File: src/rtl/uart_rx.sv
// 8N1 UART receiver: synchronises rxd, detects the start edge from idle and
// samples each bit at its midpoint, reporting good bytes and framing errors.
module uart_rx #(
  parameter int BIT_CYCLES = 20834
) (
  input  logic       clk,
  input  logic       rst_n,
  input  logic       rxd,
  output logic [7:0] rx_data,
  output logic       rx_valid,
  output logic       frame_err,
  output logic       busy
);

  localparam int HALF_CYCLES = BIT_CYCLES / 2;
  localparam int CNT_W       = $clog2(BIT_CYCLES);

  localparam logic [CNT_W-1:0] BIT_M1  = CNT_W'(BIT_CYCLES - 1);
  localparam logic [CNT_W-1:0] HALF_M1 = CNT_W'(HALF_CYCLES - 1);

  localparam logic [1:0] S_IDLE  = 2'd0;
  localparam logic [1:0] S_START = 2'd1;
  localparam logic [1:0] S_DATA  = 2'd2;
  localparam logic [1:0] S_STOP  = 2'd3;

  logic             sync1_q, rxd_s_q, rxd_d_q;
  logic [1:0]       state_q, state_d;
  logic [CNT_W-1:0] cnt_q, cnt_d;
  logic [2:0]       bit_idx_q, bit_idx_d;
  logic [7:0]       shift_q, shift_d;
  logic [7:0]       rx_data_q, rx_data_d;
  logic             rx_valid_q, rx_valid_d;
  logic             frame_err_q, frame_err_d;

  // Synchroniser and edge flops idle high so reset never looks like a start edge.
  always_ff @(posedge clk or negedge rst_n) begin
    if (!rst_n) begin
      sync1_q <= 1'b1;
      rxd_s_q <= 1'b1;
      rxd_d_q <= 1'b1;
    end else begin
      sync1_q <= rxd;
      rxd_s_q <= sync1_q;
      rxd_d_q <= rxd_s_q;
    end
  end

  always_comb begin
    state_d     = state_q;
    cnt_d       = cnt_q;
    bit_idx_d   = bit_idx_q;
    shift_d     = shift_q;
    rx_data_d   = rx_data_q;
    rx_valid_d  = 1'b0;
    frame_err_d = 1'b0;
    case (state_q)
      S_IDLE: begin
        cnt_d = '0;
        if (rxd_d_q && !rxd_s_q) state_d = S_START;
      end
      S_START: begin
        if (cnt_q == HALF_M1) begin
          cnt_d     = '0;
          bit_idx_d = '0;
          state_d   = rxd_s_q ? S_IDLE : S_DATA;
        end else begin
          cnt_d = cnt_q + 1'b1;
        end
      end
      S_DATA: begin
        if (cnt_q == BIT_M1) begin
          shift_d[bit_idx_q] = rxd_s_q;
          cnt_d              = '0;
          bit_idx_d          = bit_idx_q + 3'd1;
          if (bit_idx_q == 3'd7) state_d = S_STOP;
        end else begin
          cnt_d = cnt_q + 1'b1;
        end
      end
      S_STOP: begin
        if (cnt_q == BIT_M1) begin
          cnt_d   = '0;
          state_d = S_IDLE;
          if (rxd_s_q) begin
            rx_data_d  = shift_q;
            rx_valid_d = 1'b1;
          end else begin
            frame_err_d = 1'b1;
          end
        end else begin
          cnt_d = cnt_q + 1'b1;
        end
      end
      default: begin
        state_d   = S_IDLE;
        cnt_d     = '0;
        bit_idx_d = '0;
      end
    endcase
  end

  always_ff @(posedge clk or negedge rst_n) begin
    if (!rst_n) begin
      state_q     <= S_IDLE;
      cnt_q       <= '0;
      bit_idx_q   <= '0;
      shift_q     <= '0;
      rx_data_q   <= '0;
      rx_valid_q  <= 1'b0;
      frame_err_q <= 1'b0;
    end else begin
      state_q     <= state_d;
      cnt_q       <= cnt_d;
      bit_idx_q   <= bit_idx_d;
      shift_q     <= shift_d;
      rx_data_q   <= rx_data_d;
      rx_valid_q  <= rx_valid_d;
      frame_err_q <= frame_err_d;
    end
  end

  assign rx_data   = rx_data_q;
  assign rx_valid  = rx_valid_q;
  assign frame_err = frame_err_q;
  assign busy      = (state_q != S_IDLE);

endmodule

File: config.mk
export PLATFORM = sky130hd
export DESIGN_NAME = uart_rx
export DESIGN_NICKNAME = d
export VERILOG_FILES = /design/src/rtl/uart_rx.sv
export SDC_FILE = /design/constraint.sdc
export NUM_CORES = 1
export LEC_CHECK = 0
export CORE_MARGIN = 1.5
export CORE_UTILIZATION = 60
export CTS_BUF_LIST = sky130_fd_sc_hd__clkbuf_4
export DETAILED_ROUTE_END_ITERATION = 6
export PLACE_DENSITY_LB_ADDON = 0.25
export SLEW_MARGIN = 40
export SYNTH_ARGS = -nofsm -noshare
export SYNTH_HDL_FRONTEND = slang
export SYNTH_SLANG_ARGS = --single-unit
File: constraint.sdc
create_clock -name clk -period 3.05 [get_ports clk]
set_input_delay 0.7625 -clock clk [delete_from_list [all_inputs] [get_ports clk]]
set_output_delay 0.7625 -clock clk [all_outputs]
set_load 0.005 [all_outputs]
==> results.cfg, run 1 <==
[detailed_routing]
via_count = 1335
routed_wl_mm = 3.66
drt_iter0_drc = 58
ant_nets = 0
dr.pass1.iters = 4
avgViaCountPerCell = 5.80
drc = 0
wl_per_cell_microns = 15.9

[status]
status = finished clean

[placement]
placed_area_sq_mm = 0.00212
portBuffers = 13
dp_hpwl_mm = 2.66
gp_congestion = 0.856

[clocking]
h-tree-depth = 2
cts_tree = built
post_cts_resized = 0
cts.reportedPaths.clkPinSlew_ns = 0.11
insertion_delay_ns = 0.36
cts_buffer_depth = 2
numCtsBuffers = 5
post-cts-setup-buffers = 0
clock-sinks = 41
cts-hold-fix-buffers = 0
cts-root-buf = clkbuf_4

[pwr]
power.density_mw_per_mm2 = 529
peakVddDrop_v = 0.000391
leakage_nw = 0.968

[layout]
fin_area_sq_mm = 0.00220
diodes = 0
drive_above_1_share_pct = 18.8
syn2layout_area_growth_pct = 13.3
final_nets = 193
nFillCells = 240

[worst_setup_path]
path_cells = or4_4 -> or4_4 -> nor3_4 -> mux2_2
cp.arrival_ns = 2.87
end_kind = register
critPathRequiredTime_ns = 3.29
crit_start = cnt_q[2]
cp_slowest_stage_delay_ns = 0.64
crit_type = reg -> reg
cp-start-kind = register
cpMostUsedCell = or4_4
cp_max_fo = 12
rr_worst_depth = 4
r2r_start = cnt_q[2]
critPathSlowestCell = or4_4

[synth]
async_flop_share_pct = 100
synth_top_area_share_pct = 49.0
syn_inst = 170
syn-cell-area_sq_mm = 0.00194
avgSynthCellArea_sq_um = 11.4
yosysSeqAreaShare_pct = 53.0
syn_nets = 178
ys_types = 35
synth_ff_type = dfrtp_1
synth_area_leaders = dfrtp_1, mux2_2, dfstp_2, nor4_1, ha_1
synth_edf_count = 0
synth_top_area_cell = dfrtp_1
ys_warn_count = 0
yosys_register_bits = 41

[sta]
slew_viol_final = 0
tightest_slew_ns = 0.585
finalHoldViolCount = 0
relSlewSlack_pct = 60.6
post-route-period-util_pct = 86.3
max_freq_ghz = 0.380
fin_crit_ns = 2.63
rsz0062_at_grt = no
setup_viol = 0
worst_clock_skew_ns = 0.0175
timing.setup.tns_ns = 0

[global_route]
grt_start_max_net_pins = 27
grt_pass1_vias = 1306
grt_antenna_before_repair = 0
grt_pass1_wl_mm = 6.11
grt-ovfl-total = 0
groute.usage.overall_pct = 23.2

[floorplanning]
dieArea_sq_mm = 0.00359
start_util_pct = 63.6
num_rows = 20
io_pins = 14
dieWidth_microns = 59.9
die_h_microns = 59.9
core_sq_mm = 0.00305

[flow_run]
maxCapViolCount = 0

[worst_hold_path]
hold_class = in -> async
[cell families after synthesis]
logic type	after synthesis	synth area share, %
AO/OA/AOI/OAI	12	4.32
adder cells (fa/ha/maj)	5	3.22
AND/OR/NAND/NOR	71	21.6
XOR/XNOR	11	4.96
multiplexers	17	9.86
flip-flops	41	53.0
buffers and inverters	13	3.03
[cells in the mapped netlist, types with 2 or more instances]
library cell / instances
nor4bb_1: 2
nand4_1: 6
clkbuf_1: 4
nor2_1: 15
nor2b_1: 2
xor2_1: 4
and4_1: 2
a41oi_1: 2
buf_2: 2
nor4_1: 11
ha_1: 5
or4_4: 2
nand3_1: 4
a22o_1: 3
nor3_1: 6
dfstp_2: 3
inv_1: 6
nand2b_1: 5
mux2_1: 2
a21oi_1: 4
mux2_2: 15
or2_2: 3
dfrtp_1: 38
nand2_1: 7
xnor2_1: 7
[sequential cells by signal, summed over array words and instances (netlist names), named ones only]
| register | count |
|---|---|
| rxd_d_q | 1 |
| state_q | 1 |
| rx_valid | 1 |
| shift_q | 8 |
| sync1_q | 1 |
| rxd_s_q | 1 |
| rx_data | 8 |
| bit_idx_q | 3 |
| cnt_q | 15 |
| frame_err | 1 |
[per-layer routing]
layer | vias up | routed length (microns) | global-route usage [%] | share of wire, %
met5 | - | 0 | 0 | 0
met4 | 0 | 48 | 10.5 | 1.3
met3 | 5 | 138 | 5.84 | 3.8
met2 | 32 | 1810 | 34.9 | 49
met1 | 653 | 1670 | 31.7 | 46
li1 | 645 | - | - | -
[per-stage QoR]
step                      power [mW]  hold WS [ns]  setup WS [ns]  cells  utilization (%)
after detailed placement       0.815         0.354          0.416    222             69.5
after floorplan                0.757         0.345          0.556    170                -
after global placement         0.801         0.348          0.481    221             68.6
final                           1.16         0.324          0.419    230             72.1
after CTS                       1.17         0.326          0.392    230             72.1
after global routing            1.23         0.339          0.293    230             72.1
[worst paths after layout]
check	slack (ns)	end
worst min-delay path	0.32	cnt_q[12]
min in group clk	0.37	rxd_s_q
worst max-delay path	0.42	rx_data[4]
max in group asynchronous	2.20	sync1_q
worst max register to register	0.42	rx_data[4]
worst min register to register	0.37	rxd_s_q
[cell type report]
cell class,count,area [sq um],share of cell area (%)
multi-input cells,116,853,38.8
clock buffers,6,45.0,2.05
clock inverters,2,35.0,1.59
flip-flops and latches,41,1030,46.8
repair buffers,15,160,7.28
well taps,44,55.1,2.50
inverters,6,22.5,1.02
[power breakdown]
part / switching (mW) / internal, mW / total [mW]
logic: 0.0874 / 0.0812 / 0.169
clock network: 0.176 / 0.181 / 0.357
registers: 0.0577 / 0.581 / 0.638
[layout by cell type, fill, tap and decap left out, types with 2 or more instances in the layout]
cell type        instances
a21oi_1                  4
a22o_1                   3
a41oi_1                  2
and4_1                   2
clkbuf_4                 6
clkdlybuf4s50_1         12
dfrtp_1                 38
dfstp_2                  3
ha_1                     5
inv_1                    6
mux2_1                   2
mux2_2                  15
nand2_1                  7
nand2b_1                 5
nand3_1                  4
nand4_1                  6
nor2_1                  15
nor2b_1                  2
nor3_1                   6
nor4_1                  11
nor4bb_1                 2
or2_2                    3
or4_4                    2
xnor2_1                  7
xor2_1                   4
[worst max-delay path: cells and delay by family, from the launching register on]
family           cells  cell delay [ns]
DFF                  1             0.48
muxes                1             0.39
and+or+nand+nor      3             1.65
(Power assumes the default switching activity.)
==> run 2: changes to the inputs <==
CORE_UTILIZATION = 40   (was 60)
RECOVER_POWER = 25   (was not set)
==> run 2 against run 1 <==
  * The run now ends with capacitance limit, slew limit left
  * Non-clock buffer count down 1
  * Hold slack better by 0.045 ns
  * Via count up 0.90%
  * Register-to-register slack worse by 0.02 ns
  * Clock power down 25%
  * Flip-flop and latch count unchanged
  * Die area up 47%
  * Setup slack worse by 0.018 ns
  * First-iteration DRC count up 29%
  * Largest power group unchanged
  * Highest routed layer unchanged
==> results.cfg, run 2 (same netlist as run 1, synthesis figures left out) <==
[status]
status = finished, violations left
violations = capacitance limit, slew limit

[clocking]
cts.reportedPaths.clkPinSlew_ns = 0.12
numCtsBuffers = 5
post-cts-setup-buffers = 0
insertion_delay_ns = 0.35
cts_buffer_depth = 2
clock-sinks = 41
cts_tree = built
cts-hold-fix-buffers = 0
cts-root-buf = clkbuf_4
post_cts_resized = 0
h-tree-depth = 2

[detailed_routing]
via_count = 1347
dr.pass1.iters = 4
drt_iter0_drc = 75
avgViaCountPerCell = 5.64
routed_wl_mm = 3.70
drc = 0
ant_nets = 0
wl_per_cell_microns = 15.5

[floorplanning]
core_sq_mm = 0.00469
dieArea_sq_mm = 0.00528
start_util_pct = 41.4
die_h_microns = 72.7
num_rows = 25
dieWidth_microns = 72.7
io_pins = 14

[worst_hold_path]
hold_depth = 0
hold_end = rxd_s_q
min_from = sync1_q
hold_class = reg -> reg

[placement]
dp.cells = 231
dp_hpwl_mm = 2.53
portBuffers = 13
gp_congestion = 0.866

[global_route]
groute.usage.overall_pct = 16.1
grt-ovfl-total = 0
grt_pass1_wl_mm = 6.47
grt_pass1_vias = 1265
grt_antenna_before_repair = 0
grt_start_max_net_pins = 42

[worst_setup_path]
r2r_slack_ns = 0.40
crit_type = reg -> reg
cpMostUsedCell = or4_4
critPathRequiredTime_ns = 3.30
r2r-end = rx_data[3]
rr_worst_depth = 4
critPathSlowestCell = or4_4
cp_max_fo = 12
cp_slowest_stage_delay_ns = 0.65
end_kind = register
cp.arrival_ns = 2.90
r2r_start = cnt_q[2]
cp-start-kind = register
path_cells = or4_4 -> or4_4 -> nor3_4 -> mux2_2

[layout]
syn2layout_area_growth_pct = 11.2
largest_register_ffs = 15
nFillCells = 433
final_common_cell = dfrtp_1
final_nets = 192
fin_cells = 239
diodes = 0
top_register = cnt_q
final_cell_mix = dfrtp_1, nor2_1, mux2_2, clkdlybuf4s50_1, nor4_1
drive_above_1_share_pct = 16.8

[pwr]
leakage_nw = 0.939
internal-power_mw = 0.746
peakVddDrop_v = 0.000291
switching_share_pct = 30.6
clkPwrFrac_pct = 25.0
p_sw_mw = 0.330
power.density_mw_per_mm2 = 498
pwr-share-seq_pct = 59.3
pwr-share-comb_pct = 15.7

[flow_run]
maxCapViolCount = 1

[sta]
worst_clock_skew_ns = 0.00477
post-route-period-util_pct = 86.8
timing.setup.tns_ns = 0
rsz0062_at_grt = no
tightest_slew_ns = 2.15
finalHoldViolCount = 0
relSlewSlack_pct = -43.6
setup_viol = 0
fin_crit_ns = 2.65
slew_viol_final = 42
max_freq_ghz = 0.378
==> run 2: worst max path at each step <==
stage | from | to | slack (ns)
2_1_floorplan | cnt_q[2] | shift_q[0] | 0.56
3_3_place_gp | cnt_q[2] | shift_q[1] | 0.47
3_5_place_dp | cnt_q[2] | shift_q[1] | 0.40
4_1_cts | cnt_q[2] | shift_q[1] | 0.38
5_1_grt | cnt_q[2] | shift_q[1] | 0.28
6_report | cnt_q[2] | rx_data[3] | 0.40
==> run 2: metrics by stage <==
step                cell area, sq um  utilization (%)  power [mW]  setup WS [ns]  hold slack [ns]
floorplan                       1940                -       0.757          0.556            0.345
global placement                2110             44.9       0.805          0.468            0.346
detailed placement              2110             44.9       0.818          0.400            0.348
CTS                             2160             46.1        1.10          0.384            0.366
global route                    2160             46.0        1.15          0.281            0.380
finish                          2160             46.0        1.08          0.401            0.369
==> run 2: layout make-up <==
cell class              count  area [sq um]  area share [%]
flip-flops and latches     41          1030            47.7
multi-input cells         116           853            39.5
repair buffers             14           131            6.08
well taps                  54          67.6            3.13
clock buffers               5          37.5            1.74
inverters                   6          22.5            1.04
clock inverters             3          17.5           0.811
==> run 2: metal layers <==
layer	part of all wire (%)	global-route usage, %
met5	0	0
met4	1.3	6.29
met3	4.9	4.28
met2	44	22.0
met1	50	24.1
==> run 2: critical path, delay by kind of cell (launching register included) <==
family / cells / cell delay [ns]
AND/OR/NAND/NOR: 3 / 1.67
flip-flops: 1 / 0.48
multiplexers: 1 / 0.39
==> run 2: power groups by stage <==
stage                     Clock [mW]  Combinational [mW]  Sequential (mW)
after CTS                      0.285               0.173            0.638
after floorplan                    0               0.135            0.622
after global placement             0               0.162            0.643
after global routing           0.309               0.192            0.649
final                          0.269               0.169            0.638
after detailed placement           0               0.170            0.648
